[src/rtl/multicycle_sequencer_pkg.sv]
// Shared definitions for the multicycle instruction sequencer:
// FSM state encoding, RV32 opcode constants, branch funct3 codes and
// the legality check applied in DECODE.
package multicycle_sequencer_pkg;

  typedef enum logic [2:0] {
    ST_FETCH  = 3'd0,
    ST_DECODE = 3'd1,
    ST_EXEC   = 3'd2,
    ST_MEM    = 3'd3,
    ST_WB     = 3'd4,
    ST_HALT   = 3'd5
  } state_e;

  localparam logic [6:0] OP_R      = 7'b0110011;
  localparam logic [6:0] OP_I      = 7'b0010011;
  localparam logic [6:0] OP_LOAD   = 7'b0000011;
  localparam logic [6:0] OP_STORE  = 7'b0100011;
  localparam logic [6:0] OP_BRANCH = 7'b1100011;

  localparam logic [2:0] F3_BEQ  = 3'b000;
  localparam logic [2:0] F3_BNE  = 3'b001;
  localparam logic [2:0] F3_BLT  = 3'b100;
  localparam logic [2:0] F3_BGE  = 3'b101;
  localparam logic [2:0] F3_BLTU = 3'b110;
  localparam logic [2:0] F3_BGEU = 3'b111;

  // funct3 010/011 have no branch meaning and are treated as illegal.
  function automatic logic is_legal(input logic [6:0] op, input logic [2:0] f3);
    logic ok;
    ok = 1'b0;
    case (op)
      OP_R, OP_I, OP_LOAD, OP_STORE: ok = 1'b1;
      OP_BRANCH:                     ok = (f3 != 3'b010) && (f3 != 3'b011);
      default:                       ok = 1'b0;
    endcase
    return ok;
  endfunction

endpackage

[src/rtl/multicycle_sequencer_if.sv]
// Sequencer bus: instruction/memory handshake, comparator inputs and
// datapath control strobes.
//   slave  : the sequencer side (drives the control strobes)
//   master : the datapath/memory side (drives IWord, mem_ready, BrEq, BrLt)
interface multicycle_sequencer_if;
  logic [31:0] IWord;
  logic        mem_ready;
  logic        BrEq;
  logic        BrLt;
  logic        mem_req;
  logic        mem_we;
  logic        ir_we;
  logic        pc_we;
  logic        RegWEn;
  logic        PCSelect;
  logic        BrUn;
  logic        halt;
  logic [15:0] instret;
  logic [2:0]  state;

  modport slave (
    input  IWord, mem_ready, BrEq, BrLt,
    output mem_req, mem_we, ir_we, pc_we, RegWEn, PCSelect, BrUn,
           halt, instret, state
  );

  modport master (
    output IWord, mem_ready, BrEq, BrLt,
    input  mem_req, mem_we, ir_we, pc_we, RegWEn, PCSelect, BrUn,
           halt, instret, state
  );
endinterface

[src/rtl/multicycle_sequencer_branch_resolve.sv]
// Branch outcome decode from the latched funct3 and comparator results.
//   funct3_i : latched branch funct3
//   br_eq_i  : rs1 == rs2
//   br_lt_i  : rs1 <  rs2 (signedness chosen by br_un_o)
//   take_o   : branch taken
//   br_un_o  : unsigned compare request (funct3[1])
module branch_resolve
  import multicycle_sequencer_pkg::*;
(
  input  logic [2:0] funct3_i,
  input  logic       br_eq_i,
  input  logic       br_lt_i,
  output logic       take_o,
  output logic       br_un_o
);

  always_comb begin
    take_o = 1'b0;
    case (funct3_i)
      F3_BEQ:           take_o = br_eq_i;
      F3_BNE:           take_o = ~br_eq_i;
      F3_BLT, F3_BLTU:  take_o = br_lt_i;
      F3_BGE, F3_BGEU:  take_o = ~br_lt_i;
      default:          take_o = 1'b0;
    endcase
  end

  assign br_un_o = funct3_i[1];

endmodule

[src/rtl/multicycle_sequencer.sv]
// Multicycle instruction sequencer.
//   clk   : sole clock, rising edge
//   rst_n : asynchronous active-low reset
//   bus   : sequencer bus (slave side), see multicycle_sequencer_if
//
// state  | meaning
// FETCH  | request instruction, latch opcode/funct3 on mem_ready
// DECODE | one cycle legality check
// EXEC   | execute; branches resolve and retire here
// MEM    | load/store access, wait on mem_ready
// WB     | register write-back, PC+4, retire
// HALT   | illegal instruction, left only by reset
module multicycle_sequencer
  import multicycle_sequencer_pkg::*;
(
  input  logic                  clk,
  input  logic                  rst_n,
  multicycle_sequencer_if.slave bus
);

  state_e      state_q;
  logic [6:0]  opcode_q;
  logic [2:0]  funct3_q;
  logic [15:0] instret_q;
  // Cleared by reset, set on the first edge afterwards: keeps every strobe,
  // including the FETCH request, low while reset is asserted.
  logic        active_q;

  logic is_branch, is_store, is_mem;
  logic take, br_un;
  logic retire;
  logic unused_iword;

  assign unused_iword = ^{bus.IWord[31:15], bus.IWord[11:7]};

  assign is_branch = (opcode_q == OP_BRANCH);
  assign is_store  = (opcode_q == OP_STORE);
  assign is_mem    = (opcode_q == OP_LOAD) || is_store;

  branch_resolve u_branch_resolve (
    .funct3_i (funct3_q),
    .br_eq_i  (bus.BrEq),
    .br_lt_i  (bus.BrLt),
    .take_o   (take),
    .br_un_o  (br_un)
  );

  always_comb begin
    retire = 1'b0;
    case (state_q)
      ST_EXEC: retire = is_branch;
      ST_MEM:  retire = is_store && bus.mem_ready;
      ST_WB:   retire = 1'b1;
      default: retire = 1'b0;
    endcase
  end

  always_ff @(posedge clk or negedge rst_n) begin
    if (!rst_n) begin
      state_q   <= ST_FETCH;
      opcode_q  <= 7'd0;
      funct3_q  <= 3'd0;
      instret_q <= 16'd0;
      active_q  <= 1'b0;
    end else begin
      active_q <= 1'b1;
      if (retire) instret_q <= instret_q + 16'd1;
      case (state_q)
        ST_FETCH: begin
          if (active_q && bus.mem_ready) begin
            opcode_q <= bus.IWord[6:0];
            funct3_q <= bus.IWord[14:12];
            state_q  <= ST_DECODE;
          end
        end
        ST_DECODE: state_q <= is_legal(opcode_q, funct3_q) ? ST_EXEC : ST_HALT;
        ST_EXEC: begin
          if (is_branch)   state_q <= ST_FETCH;
          else if (is_mem) state_q <= ST_MEM;
          else             state_q <= ST_WB;
        end
        ST_MEM: begin
          if (bus.mem_ready) state_q <= is_store ? ST_FETCH : ST_WB;
        end
        ST_WB:   state_q <= ST_FETCH;
        ST_HALT: state_q <= ST_HALT;
        default: state_q <= ST_FETCH;
      endcase
    end
  end

  // Strobes are decoded from registered state; the memory-completion
  // strobes additionally see mem_ready so a ready in the first request
  // cycle completes at once.
  assign bus.mem_req  = active_q && ((state_q == ST_FETCH) || (state_q == ST_MEM));
  assign bus.mem_we   = (state_q == ST_MEM) && is_store;
  assign bus.ir_we    = active_q && (state_q == ST_FETCH) && bus.mem_ready;
  assign bus.pc_we    = retire;
  assign bus.RegWEn   = (state_q == ST_WB);
  assign bus.PCSelect = (state_q == ST_EXEC) && is_branch && take;
  assign bus.BrUn     = (state_q == ST_EXEC) && br_un;
  assign bus.halt     = (state_q == ST_HALT);
  assign bus.instret  = instret_q;
  assign bus.state    = state_q;

endmodule
[src/flat_wrapper.sv]
// flat-port wrapper written by rule: the top's interface ports become plain ports
module multicycle_sequencer_flat import multicycle_sequencer_pkg::*;
  (clk, rst_n, bus_IWord, bus_mem_ready, bus_BrEq, bus_BrLt, bus_mem_req, bus_mem_we, bus_ir_we, bus_pc_we, bus_RegWEn, bus_PCSelect, bus_BrUn, bus_halt, bus_instret, bus_state);
  multicycle_sequencer_if bus_i ();
  input  logic clk;
  input  logic rst_n;
  input wire logic [$bits(bus_i.IWord)-1:0] bus_IWord;
  input wire logic [$bits(bus_i.mem_ready)-1:0] bus_mem_ready;
  input wire logic [$bits(bus_i.BrEq)-1:0] bus_BrEq;
  input wire logic [$bits(bus_i.BrLt)-1:0] bus_BrLt;
  output wire logic [$bits(bus_i.mem_req)-1:0] bus_mem_req;
  output wire logic [$bits(bus_i.mem_we)-1:0] bus_mem_we;
  output wire logic [$bits(bus_i.ir_we)-1:0] bus_ir_we;
  output wire logic [$bits(bus_i.pc_we)-1:0] bus_pc_we;
  output wire logic [$bits(bus_i.RegWEn)-1:0] bus_RegWEn;
  output wire logic [$bits(bus_i.PCSelect)-1:0] bus_PCSelect;
  output wire logic [$bits(bus_i.BrUn)-1:0] bus_BrUn;
  output wire logic [$bits(bus_i.halt)-1:0] bus_halt;
  output wire logic [$bits(bus_i.instret)-1:0] bus_instret;
  output wire logic [$bits(bus_i.state)-1:0] bus_state;
  assign bus_i.IWord = bus_IWord;
  assign bus_i.mem_ready = bus_mem_ready;
  assign bus_i.BrEq = bus_BrEq;
  assign bus_i.BrLt = bus_BrLt;
  assign bus_mem_req = bus_i.mem_req;
  assign bus_mem_we = bus_i.mem_we;
  assign bus_ir_we = bus_i.ir_we;
  assign bus_pc_we = bus_i.pc_we;
  assign bus_RegWEn = bus_i.RegWEn;
  assign bus_PCSelect = bus_i.PCSelect;
  assign bus_BrUn = bus_i.BrUn;
  assign bus_halt = bus_i.halt;
  assign bus_instret = bus_i.instret;
  assign bus_state = bus_i.state;
  multicycle_sequencer u_core (.clk(clk), .rst_n(rst_n), .bus(bus_i));
endmodule
[config.mk]
export PLATFORM = sky130hd
export DESIGN_NAME = multicycle_sequencer_flat
export DESIGN_NICKNAME = d
export VERILOG_FILES = /design/src/rtl/multicycle_sequencer_pkg.sv /design/src/rtl/multicycle_sequencer_if.sv /design/src/rtl/multicycle_sequencer_branch_resolve.sv /design/src/rtl/multicycle_sequencer.sv /design/src/flat_wrapper.sv
export SDC_FILE = /design/constraint.sdc
export NUM_CORES = 1
export LEC_CHECK = 0
export ABC_CLOCK_PERIOD_IN_PS = 2300
export BUFFER_PORTS_ARGS = -buffer_cell sky130_fd_sc_hd__buf_2
export CAP_MARGIN = 10
export CORE_UTILIZATION = 47
export DETAILED_ROUTE_END_ITERATION = 8
export PLACE_DENSITY = 0.79
export SLEW_MARGIN = 20
export SYNTH_ARGS = -nofsm -noshare
export SYNTH_HDL_FRONTEND = slang
export SYNTH_SLANG_ARGS = --single-unit
[constraint.sdc]
create_clock -name clk -period 2.3 [get_ports clk]
set_input_delay 0.69 -clock clk [delete_from_list [all_inputs] [get_ports clk]]
set_output_delay 0.69 -clock clk [all_outputs]
set_load 0.005 [all_outputs]
==> qor.yml <==
route:
  route.vias.total: 1225
  ant_nets: 0
  drt_wl_total_um: 3238
  viasPerCell: 5.349
  wl_per_cell_um: 14.14
  drc: 0
  initialDrtViolationCount: 49
  dr.pass1.iters: 4
placement:
  gp_congestion: 0.8523
  dpl_cell_area_sq_um: 1809
  dp_hpwl_um: 2293
  dp_slack_ns: 0.01737
  portBuffers: 41
timing:
  setup-violations-final: 2
  finalHoldViolations: 0
  finalCritPeriodShare: 1.011
  rsz0062_at_grt: "yes"
  clock_skew_ns: 0.009259
  fin_crit_ns: 2.326
  holdWs_ns: 0.3624
  slew_violations: 0
  fin_ws_ns: -0.02572
  maxSlewHeadroom: 0.5681
  max_freq_mhz: 430.0
  tightest_slew_ns: 0.6478
layout:
  final_nets: 222
  final_area_sq_um: 1986
  seqCellArea_sq_um: 755.7
  final_core_util: 0.6451
  layout-area-overhead-vs-synth_pct: 29.87
  diodes: 0
  n_fill_cell: 253
  multi_input_comb_area_sq_um: 800.8
  layout-drive-gt1-share: 0.4541
critical_path:
  cp-end-kind: "output port"
  criticalPathCategory: "reg -> out"
  start_kind: "flip-flop"
  worstPathCellList: "nand4bb_4, or3_4, nor3b_2, buf_2"
  worstPathArrival_ns: 1.64
  slowest_stage: "dfrtp_1"
  crit_fanout: 3
  required_ns: 1.61
  cpPeakStageDelay_ns: 0.39
floorplan:
  rows: 20
  die_w_um: 59.04
  die_h_um: 59.04
  start_util: 0.4967
  die_area_sq_um: 3485
  io_pins: 64
  coreArea_sq_um: 3078
global_route:
  antenna_found_initial: 0
  grtUsageMet2: 0.3377
  busiest_layer: "met2"
  grt_pass1_wl_um: 5354
  gr-total-overflow: 0
  grt_start_max_net_pins: 31
  grt_util_all_layers: 0.2141
  grt_pass1_vias: 1200
  use_met3: 0.06769
  use_met1: 0.2608
logic_synthesis:
  synthDominantCellAreaShare: 0.4910
  synth-async-reset-ratio: 1.000
  yosysTopAreaCell: "dfrtp_1"
  synth_edf_count: 0
  synth_common_cells: "dfrtp_1, xnor2_1, mux2_2, o211ai_1, nor3_1"
  synth_cells: 128
  ys_types: 39
  yosys_register_bits: 30
  syn-num-nets: 166
  yosys.cell_count.top_type: "dfrtp_1"
  yosysWarnings: 0
  synth_area_sq_um: 1529
  ys_top_cells_by_area: "dfrtp_1, xnor2_1, mux2_2"
  syn_avg_cell_area_sq_um: 11.95
  yosys_most_used_dff: "dfrtp_1"
  synth_seq_area_share: 0.4910
power_and_ir_drop:
  p_int_mw: 0.6871
  switching_power_mw: 0.2073
  finalPower_mw: 0.8944
  leakage_nw: 0.9790
  switching_share: 0.2318
  p_comb_frac: 0.032
  pwr-share-clk: 0.377
  p_per_area_nw_per_um2: 450.4
  seqPwrFrac: 0.591
  vdd_ir_drop_max_mv: 0.3452
status:
  violations: "negative setup slack"
  status: "finished with violations"
clock_tree:
  clkTransAtPathRegs_ns: 0.10
  clockBufferDepth: 2
  cts_htree_levels: 2
  cts_made_buffers: 5
  cts_tree: "done"
  cts.sink_count: 30
  cts_root_buffer: "clkbuf_4"
  worstSkewPairLatency_ns: 0.34
flow_run:
  drv_cap: 0
min_path:
  holdCritPathClass: "in -> async"
-- layer usage --
metal	routed length, um	vias up
li1	-	576
met1	1411	603
met2	1581	40
met3	181	6
met4	63	0
met5	0	-
-- cell families (layout without fill, tap and decap cells) --
kind of cell / count (synthesis) / in the layout / share of synthesized area
simple gates: 39 / 39 / 0.1809
other cells: 1 / 1 / 0.002453
xor+xnor: 17 / 17 / 0.09738
mux: 10 / 10 / 0.07364
flops: 30 / 30 / 0.4910
fa+ha+maj: 2 / 2 / 0.01473
buf+inv: 6 / 63 / 0.02128
compound gates: 23 / 23 / 0.1187
-- registers in the layout, summed over array words and instances (netlist names) --
| register | cells |
|---|---|
| u_core.funct3_q | 3 |
| u_core.bus.instret | 16 |
| u_core.bus.state | 3 |
| u_core.opcode_q | 7 |
| u_core.active_q | 1 |
-- area by class of cell --
| cell class | count | area share |
|---|---|---|
| inverters | 2 | 0.003781 |
| clock buffers | 6 | 0.02583 |
| multi-input cells | 92 | 0.4033 |
| flip-flops and latches | 30 | 0.3806 |
| well taps | 44 | 0.02773 |
| clock inverters | 2 | 0.006301 |
| repair buffers | 53 | 0.1525 |
-- per-stage QoR --
stage / std cells / TNS, ns
2_1_floorplan: 128 / 0
3_3_place_gp: 215 / 0
6_report: 229 / -0.03308
5_1_grt: 229 / -0.2314
3_5_place_dp: 215 / 0
4_1_cts: 227 / -0.1183
-- path summary, 6_finish.rpt --
kind                                        start                     end  slack, ns  depth (start not counted)
max                            u_core.opcode_q[2]              bus_mem_we      -0.03                          4
min                                         rst_n  u_core.bus.instret[14]       0.36                          1
max reg2reg                    u_core.opcode_q[6]   u_core.bus.instret[6]       0.49                          6
min reg2reg                u_core.bus.instret[15]  u_core.bus.instret[15]       0.47                          1
max in group asynchronous                   rst_n      u_core.opcode_q[4]       1.47                          1
min in group clk           u_core.bus.instret[15]  u_core.bus.instret[15]       0.47                          1
-- critical path, delay by kind of cell, from the launching register on --
family / cells / cell delay [ns]
flops: 1 / 0.39
simple gates: 3 / 0.78
buf+inv: 1 / 0.13
-- what timing repair did --
action / 4_1_cts / 5_1_grt
pin swaps: 5 / 3
resized for setup: 11 / 5
setup endpoints to repair: 4 / 5
hold buffers: 0 / 0
setup buffers: 4 / 2
cloned: 0 / 0
-- power groups by stage --
| stage | sequential (mW) | clock, mW | combinational [mW] |
|---|---|---|---|
| after floorplan | 0.539 | 0 | 0.00538 |
| after global placement | 0.539 | 0 | 0.0272 |
| after detailed placement | 0.539 | 0 | 0.0285 |
| after CTS | 0.528 | 0.345 | 0.0299 |
| after global routing | 0.529 | 0.370 | 0.0333 |
| final | 0.528 | 0.337 | 0.0288 |
-- cell usage in the layout (no fill, tap or decap), types with 2 or more instances in the layout --
cell type | netlist | final
o21ai_1 | 4 | 4
a21oi_1 | 2 | 2
dfrtp_1 | 30 | 26
inv_1 | 2 | 2
nor2_1 | 3 | 2
nor3b_1 | 3 | 2
nor3_1 | 5 | 4
o21bai_1 | 2 | 2
clkbuf_4 | 0 | 5
buf_4 | 2 | 11
mux2_2 | 6 | 6
o211ai_1 | 6 | 6
nand2b_4 | 0 | 3
and3_1 | 3 | 3
dfrtp_2 | 0 | 4
and4_1 | 2 | 2
buf_2 | 2 | 41
nand2_1 | 4 | 4
mux2_1 | 4 | 4
nor2b_1 | 4 | 4
xnor2_1 | 16 | 16
o2111ai_1 | 4 | 4
nor3b_2 | 1 | 2
o21ai_0 | 2 | 2
No activity file was read; power rests on OpenSTA's default activity.
